File: src/rtl/prog_instruction_memory.sv
`default_nettype none
// ============================================================================
//  Module      : prog_instruction_memory
//  Description : Loadable instruction RAM with 1-cycle fetch, a programming
//                port and a post-reset clear-to-NOP sequencer.
//                Optional running checksum of programmed words: PROG_CHECKSUM_EN
//  Revision    : 1.0  initial release
// ============================================================================
module prog_instruction_memory #(
    parameter int DATA_W = 16,
    parameter int ADDR_W = 8
) (
    input  logic              clk,
    input  logic              rst_n,
    input  logic              fetch_req,
    input  logic [15:0]       fetch_addr,
    output logic [DATA_W-1:0] instruction,
    output logic              fetch_valid,
    output logic              addr_fault,
    output logic              ready,
    input  logic              prog_en,
    input  logic              prog_we,
    input  logic [ADDR_W-1:0] prog_addr,
    input  logic [DATA_W-1:0] prog_data,
    output logic              prog_ack
`ifdef PROG_CHECKSUM_EN
    ,
    output logic [DATA_W-1:0] prog_checksum
`endif
);

    localparam int DEPTH = 2**ADDR_W;

    typedef enum logic [1:0] {
        S_CLEAR = 2'd0,
        S_RUN   = 2'd1,
        S_PROG  = 2'd2
    } state_t;

    state_t            r_state;
    state_t            w_state_nxt;
    logic [ADDR_W-1:0] r_clr_ptr;
    logic [DATA_W-1:0] r_mem [DEPTH];
    logic [DATA_W-1:0] r_instruction;
    logic              r_fetch_valid;
    logic              r_addr_fault;
    logic              r_prog_ack;

    logic              w_oob;
    logic              w_fetch;
    logic              w_prog_wr;
    logic              w_mem_we;
    logic [ADDR_W-1:0] w_mem_waddr;
    logic [DATA_W-1:0] w_mem_wdata;

    // Upper address bits only feed the range check; a full 16-bit array has no out-of-range.
    generate
        if (ADDR_W < 16) begin : g_range_check
            assign w_oob = |fetch_addr[15:ADDR_W];
        end else begin : g_full_range
            assign w_oob = 1'b0;
        end
    endgenerate

    assign w_fetch   = (r_state == S_RUN) && fetch_req && !prog_en;
    assign w_prog_wr = (r_state == S_PROG) && prog_en && prog_we;

    assign w_mem_we    = (r_state == S_CLEAR) || w_prog_wr;
    assign w_mem_waddr = (r_state == S_CLEAR) ? r_clr_ptr : prog_addr;
    assign w_mem_wdata = (r_state == S_CLEAR) ? '0 : prog_data;

    always_ff @(posedge clk or negedge rst_n) begin
        if (!rst_n) begin
            r_state   <= S_CLEAR;
            r_clr_ptr <= '0;
        end else begin
            r_state <= w_state_nxt;
            if (r_state == S_CLEAR) begin
                r_clr_ptr <= r_clr_ptr + 1'b1;
            end
        end
    end

    always_comb begin
        w_state_nxt = r_state;
        case (r_state)
            S_CLEAR: if (r_clr_ptr == {ADDR_W{1'b1}}) w_state_nxt = S_RUN;
            S_RUN:   if (prog_en)                     w_state_nxt = S_PROG;
            S_PROG:  if (!prog_en)                    w_state_nxt = S_RUN;
            default:                                  w_state_nxt = S_CLEAR;
        endcase
    end

    // The array carries no reset so it can map onto block RAM.
    always_ff @(posedge clk) begin
        if (w_mem_we) begin
            r_mem[w_mem_waddr] <= w_mem_wdata;
        end
    end

    always_ff @(posedge clk or negedge rst_n) begin
        if (!rst_n) begin
            r_instruction <= '0;
            r_fetch_valid <= 1'b0;
            r_addr_fault  <= 1'b0;
            r_prog_ack    <= 1'b0;
        end else begin
            r_fetch_valid <= w_fetch;
            r_prog_ack    <= w_prog_wr;
            if (w_fetch) begin
                r_addr_fault  <= w_oob;
                r_instruction <= w_oob ? '0 : r_mem[fetch_addr[ADDR_W-1:0]];
            end
        end
    end

    assign instruction = r_instruction;
    assign fetch_valid = r_fetch_valid;
    assign addr_fault  = r_addr_fault;
    assign prog_ack    = r_prog_ack;
    assign ready       = (r_state == S_RUN);

`ifdef PROG_CHECKSUM_EN
    logic [DATA_W-1:0] r_checksum;

    // Restarts on every programming session; held while the core runs.
    always_ff @(posedge clk or negedge rst_n) begin
        if (!rst_n) begin
            r_checksum <= '0;
        end else if ((r_state == S_RUN) && prog_en) begin
            r_checksum <= '0;
        end else if (w_prog_wr) begin
            r_checksum <= r_checksum + prog_data;
        end
    end

    assign prog_checksum = r_checksum;
`endif

endmodule
`default_nettype wire

File: config.mk
export PLATFORM = sky130hd
export DESIGN_NAME = prog_instruction_memory
export DESIGN_NICKNAME = d
export VERILOG_FILES = /design/src/rtl/prog_instruction_memory.sv
export SDC_FILE = /design/constraint.sdc
export NUM_CORES = 2
export LEC_CHECK = 0
export CAP_MARGIN = 20
export CELL_PAD_IN_SITES_DETAIL_PLACEMENT = 0
export CELL_PAD_IN_SITES_GLOBAL_PLACEMENT = 2
export CORE_MARGIN = 2
export CORE_UTILIZATION = 46
export DETAILED_ROUTE_END_ITERATION = 12
export PLACE_DENSITY = 0.75
export SYNTH_ARGS = -nofsm -noshare
export SYNTH_HDL_FRONTEND = slang
export SYNTH_SLANG_ARGS = --single-unit
File: constraint.sdc
create_clock -name clk -period 5.6 [get_ports clk]
set_input_delay 0.84 -clock clk [delete_from_list [all_inputs] [get_ports clk]]
set_output_delay 0.84 -clock clk [all_outputs]
set_load 0.01 [all_outputs]
Word level (Yosys, flattened, before mapping)
Memories as Yosys holds them, arrays and structs flattened.
Index checks and enable logic that the tools add are counted.
Cells by class
  muxes and demuxes: 9
  divide/modulo/power cells: 0
  shift operators: 0
  $lt $le $gt $ge: 0
  equality and inequality tests: 6
  bitwise operators: 0
  multiply operators: 0
  add/sub/neg operators: 1
  reduce and logical (&&, ||, !) cells: 9
Operators by type and width (number)
  16-bit 2-to-1 mux: 2
  8-bit by 1-bit adder with 8-bit output, second input constant: 1
  8-bit equality test, second input constant: 1
  8-bit 2-to-1 mux: 1
  8-bit OR reduction: 1
  2-bit 2-to-1 mux: 3
  2-bit one-hot mux with 3 select lines: 1
  1-bit logical AND: 4
  2-bit by 1-bit != test with 1-bit output, second input constant: 2
  3-bit AND reduction: 1
  2-bit by 1-bit equality test with 1-bit output, second input constant: 1
  2-bit equality test, second input constant: 1
  2-bit zero test: 1
  1-bit 2-to-1 mux: 2
  2-bit != test, second input constant: 1
  1-bit zero test: 1
  1-bit logical OR: 1
Storage, ports and cells
  ROM bits: 0
  bits in latches: 0
  RAM bits: 4096
  logic and storage cells: 32
  register bits: 29
  memories kept: 1
  output and inout bits: 20
  bits of input ports: 45
Memory list
  r_mem: depth 256, width 16, read ports 1, clocked after Yosys merged registers in 0, wr ports 1, RTL line 43  | logic [DATA_W-1:0] r_mem [DEPTH];

Logic depth before layout (Yosys ltp)
  word-level depth: 6
  mapped depth: 13
  mapped depth without buffers: 7

Worst setup path before layout
Ideal clock, no wire load.
  kind: register -> register
  start point: reg r_state[1]
  end point: mem r_mem[0][10], data pin
  path buffers: 3
  slack: 0.243 ns
  library setup time: 0.868 ns
  data arrival time: 4.489 ns
  required time: 4.732 ns
  clock period less this slack: 5.357 ns
  stages on the path, launching flop included: 6
  cell sequence: dfrtp_1 > or2_2 > clkbuf_1 > clkbuf_1 > clkbuf_1 > and2_1
On the way
  longest elaborated chain between the ends: 2
Ends and longest elaborated chain
  start, declared: RTL line 40  | state_t r_state;
  start signal, assigned: RTL line 77  | r_state <= w_state_nxt;
  2-bit zero test: RTL line 70  | assign w_mem_wdata = (r_state == S_CLEAR) ? '0 : prog_data;
  16-bit 2-to-1 mux: RTL line 70
  via w_mem_wdata[10]: RTL line 54  | logic [DATA_W-1:0] w_mem_wdata;
  end, declared: RTL line 43
The timed path passes the listed nets, and every way through them passes these cells.

Worst setup path after layout
  start point: reg r_state[0]
  end point: mem r_mem[50][6] (enable)
On the way
  longest elaborated chain between the ends: 6
  elaborated cells on any way between the ends: 8
  those cells by class: eq/ne: 1; mux: 3; reduce/logical: 4
Ends and longest elaborated chain
  2-bit equality test: RTL line 66  | assign w_prog_wr = (r_state == S_PROG) && prog_en && prog_we;
  1-bit logical AND (2 in a row): RTL line 66
  1-bit logical OR: RTL line 68  | assign w_mem_we = (r_state == S_CLEAR) || w_prog_wr;
  1-bit 2-to-1 mux: RTL line 96  | if (w_mem_we) begin
  1-bit 2-to-1 mux (not written as such): RTL line 97  | r_mem[w_mem_waddr] <= w_mem_wdata;
Parallel ways exist; a longest one is shown, timed or not.

==> results.yml <==
status:
  status: "complete, but fails checks"
  failed_checks: "max-slew violations"
power_and_ir_drop:
  clockPowerShare_pct: 37.8
  intPower_mw: 54.36
  p_leak_nw: 59.31
  ir_worst_vdd_mv: 0.6585
  seq_power_share_pct: 51.1
  p_switching_mw: 18.47
  power_frac_comb_pct: 11.1
  power_mw: 72.83
  p_per_area_mw_per_mm2: 396.9
  swShare_pct: 25.36
cts:
  cts_buffer_depth: 4
  numCtsBuffers: 423
  cts_max_level: 5
  clkTransAtPathRegs_ns: 0.06
  cts_tree: "yes"
  postCtsSetupBuffers: 0
  cts.sinks: 4125
  insertion_delay_ns: 1.00
  root_buffer: "clkbuf_16"
grt:
  grt_max_degree: 185
  overflow: 0
  grtUsageTotal_pct: 27.45
  grt_antenna_before_repair: 38
  grt_pass1_vias: 82590
  grt_pass1_wl_mm: 677.3
sta:
  clock_skew_ns: 0.06257
  slew_viol_final: 126
  rsz0062_at_grt: "false"
  hold_viol_final: 0
  fin_crit_sh_pct: 72.54
  setup_ws_ns: 1.538
  worstMarginPinSlew_ns: 1.656
  fin_crit_ns: 4.062
  max-slew-margin-rel_pct: -10.42
  finalSetupTns_ns: 0
  fmax_ghz: 0.2462
  setup_viol: 0
  hold_slack_ns: 0.3453
placed_design:
  port_buffers: 64
  dpl-instance-area_mm2: 0.1700
  hpwl_mm: 308.2
  placedCellCount: 12520
  preCtsSetupSlack_ns: 0.7092
  gp_congestion: 0.8947
synthesis:
  synth.distinct_cells: 83
  synth_compound_area_share_pct: 4.027
  synth_cells: 7724
  ys_warn_count: 0
  syn-num-nets: 7770
  synth_edf_count: 4096
  yosys.area.top_type: "edfxtp_1"
  ys_top_cells_by_count: "edfxtp_1, mux4_2, mux2i_1, nor2_1, o22ai_1"
  seq_area_frac_synth_pct: 76.82
  synth_mux_area_share_pct: 14.65
  synth_top_cell_area_share_pct: 76.37
  synth-xor-area-share_pct: 0.03807
  synth_top_family_by_area: "multiplexers"
  synth-simple-area-share_pct: 2.358
  post_synth.cell_area_avg_um2: 20.85
  synth_flop_cell: "edfxtp_1"
  post-synth-top-count-cell: "edfxtp_1"
  syn_area_mm2: 0.1611
  synth_area_leaders: "edfxtp_1, mux4_2, mux2i_1"
  synth-seq-cells: 4125
  ys_async_sr_fraction_pct: 0.7030
  synth_fa_ha_area_share_pct: 0.007769
route:
  postRouteAntennaNets: 0
  viasPerCell: 6.433
  first_iter_violations: 12820
  wl_mm: 493.6
  drtPass1Iterations: 6
  wl_per_cell_um: 37.09
  vias: 85600
  drc: 0
critical_path:
  critPathArrivalTime_ns: 4.73
  max_stage_delay_ns: 0.65
  path_cells: "or2_2 > or3_1 > o31ai_1 > buf_4 > nand3_2 > buf_4 > nor2_1 > buf_4"
  crit_top_cell: "buf_4"
  startpoint_type: "register"
  path_class: "reg -> reg"
  path_max_fanout: 35
  cp_slowest_cell: "nor2_1"
  end_kind: "register"
  worstPathRequired_ns: 6.27
cells_and_area:
  layout-drive-gt1-share_pct: 25.26
  final_area_mm2: 0.1835
  synthToLayoutAreaGrowth_pct: 13.93
  layout.nets: 8399
  utilization_pct: 52.59
  fin_cells: 13310
die:
  die-area_mm2: 0.3549
  die_x_um: 595.7
  io_pins: 65
  num_rows: 217
  die_y_um: 595.7
  core_mm2: 0.3489
  start_util_pct: 46.16
worst_hold_path:
  hp-class: "in -> async"
job:
  drv_cap: 0
cell families after synthesis:
group,count (synthesis)
and+or+nand+nor,818
adders and majority gates,1
muxes,1379
xor gates and xnor gates,7
buffers and inverters,471
AOI/OAI and AO/OA,923
DFF,4125
cell type report:
cell class | count | area [um^2]
Antenna cell | 7 | 17.52
Clock buffer | 539 | 11270
Clock inverter | 233 | 2168
Fill cell | 27010 | 165400
Inverter | 7 | 36.28
Multi-Input combinational cell | 3128 | 34530
Sequential cell | 4125 | 123700
Tap cell | 4599 | 5754
Timing Repair Buffer | 668 | 5976
power by group through the flow:
stage / Clock (mW) / Combinational, mW / Sequential (mW)
4_1_cts: 27.8 / 8.01 / 37.2
5_1_grt: 28.9 / 8.37 / 37.2
3_3_place_gp: 0 / 7.72 / 37.8
6_report: 27.5 / 8.08 / 37.2
3_5_place_dp: 0 / 8.02 / 37.8
2_1_floorplan: 0 / 3.73 / 38.5
cell usage in the layout, fill, tap and decap left out, drive strengths merged, types with 9 or more instances in the layout:
master	synthesis	routed
nand3	55	55
o21a	12	12
edfxtp	4096	4096
o221ai	158	158
clkinv	1	180
nand2	169	169
a211oi	46	46
o32ai	11	11
mux2	71	71
clkbuf	141	540
clkdlybuf4s50	0	56
nand2b	16	16
mux2i	550	550
o22ai	186	186
clkinvlp	0	12
nor3	85	85
a22o	26	26
nand4	9	9
nor2	331	331
nor4	27	27
o41ai	12	12
o21ai	88	88
a221oi	27	27
inv	6	18
or3	20	20
a21oi	136	136
mux4	758	758
a22oi	60	60
dfrtp	29	29
o211ai	20	20
and2	34	34
nand3b	14	14
nor2b	13	13
buf	321	610
a31oi	51	51
bufinv	0	30
o31ai	16	16
routing by layer:
metal  global-route usage, %  vias up  wire, um
met5                       0        -       149
met2                   41.88     5183    225500
met3                   6.079      870     52950
met1                   38.53    45710    192100
met4                   11.19       22     22860
li1                        -    33820         -
critical path: cells and delay by family (launching register included):
family,cells,cell delay (ns)
and+or+nand+nor,4,2.08
DFF,1,0.45
AOI/OAI and AO/OA,1,0.12
buffers and inverters,3,1.08
what timing repair did:
item,CTS,global route
endpoints found under the hold margin,5,0
hold buffers,1,0
gates resized for setup,0,0
sequential cells by signal, summed over array words and instances, names as in the netlist:
name         flops
fetch_valid      1
addr_fault       1
r_clr_ptr        8
r_mem         4096
r_state          2
prog_ack         1
instruction     16
final timing paths:
check                                             endpoint  slack, ns                   start  depth (start not counted)
worst max-delay path                r_mem[50][6]$_DFFE_PP_       1.54  r_state[0]$_DFFE_PN0P_                          8
worst min-delay path            instruction[9]$_DFFE_PN0P_       0.35                   rst_n                          2
worst max register to register      r_mem[50][6]$_DFFE_PP_       1.54  r_state[0]$_DFFE_PN0P_                          8
worst min register to register      addr_fault$_DFFE_PN0P_       0.50  addr_fault$_DFFE_PN0P_                          1
max in group asynchronous           r_state[1]$_DFFE_PN0P_       4.62                   rst_n                          3
min in group clk                        prog_ack$_DFF_PN0_       0.47                 prog_we                          2
No activity file was read; power rests on OpenSTA's default activity.
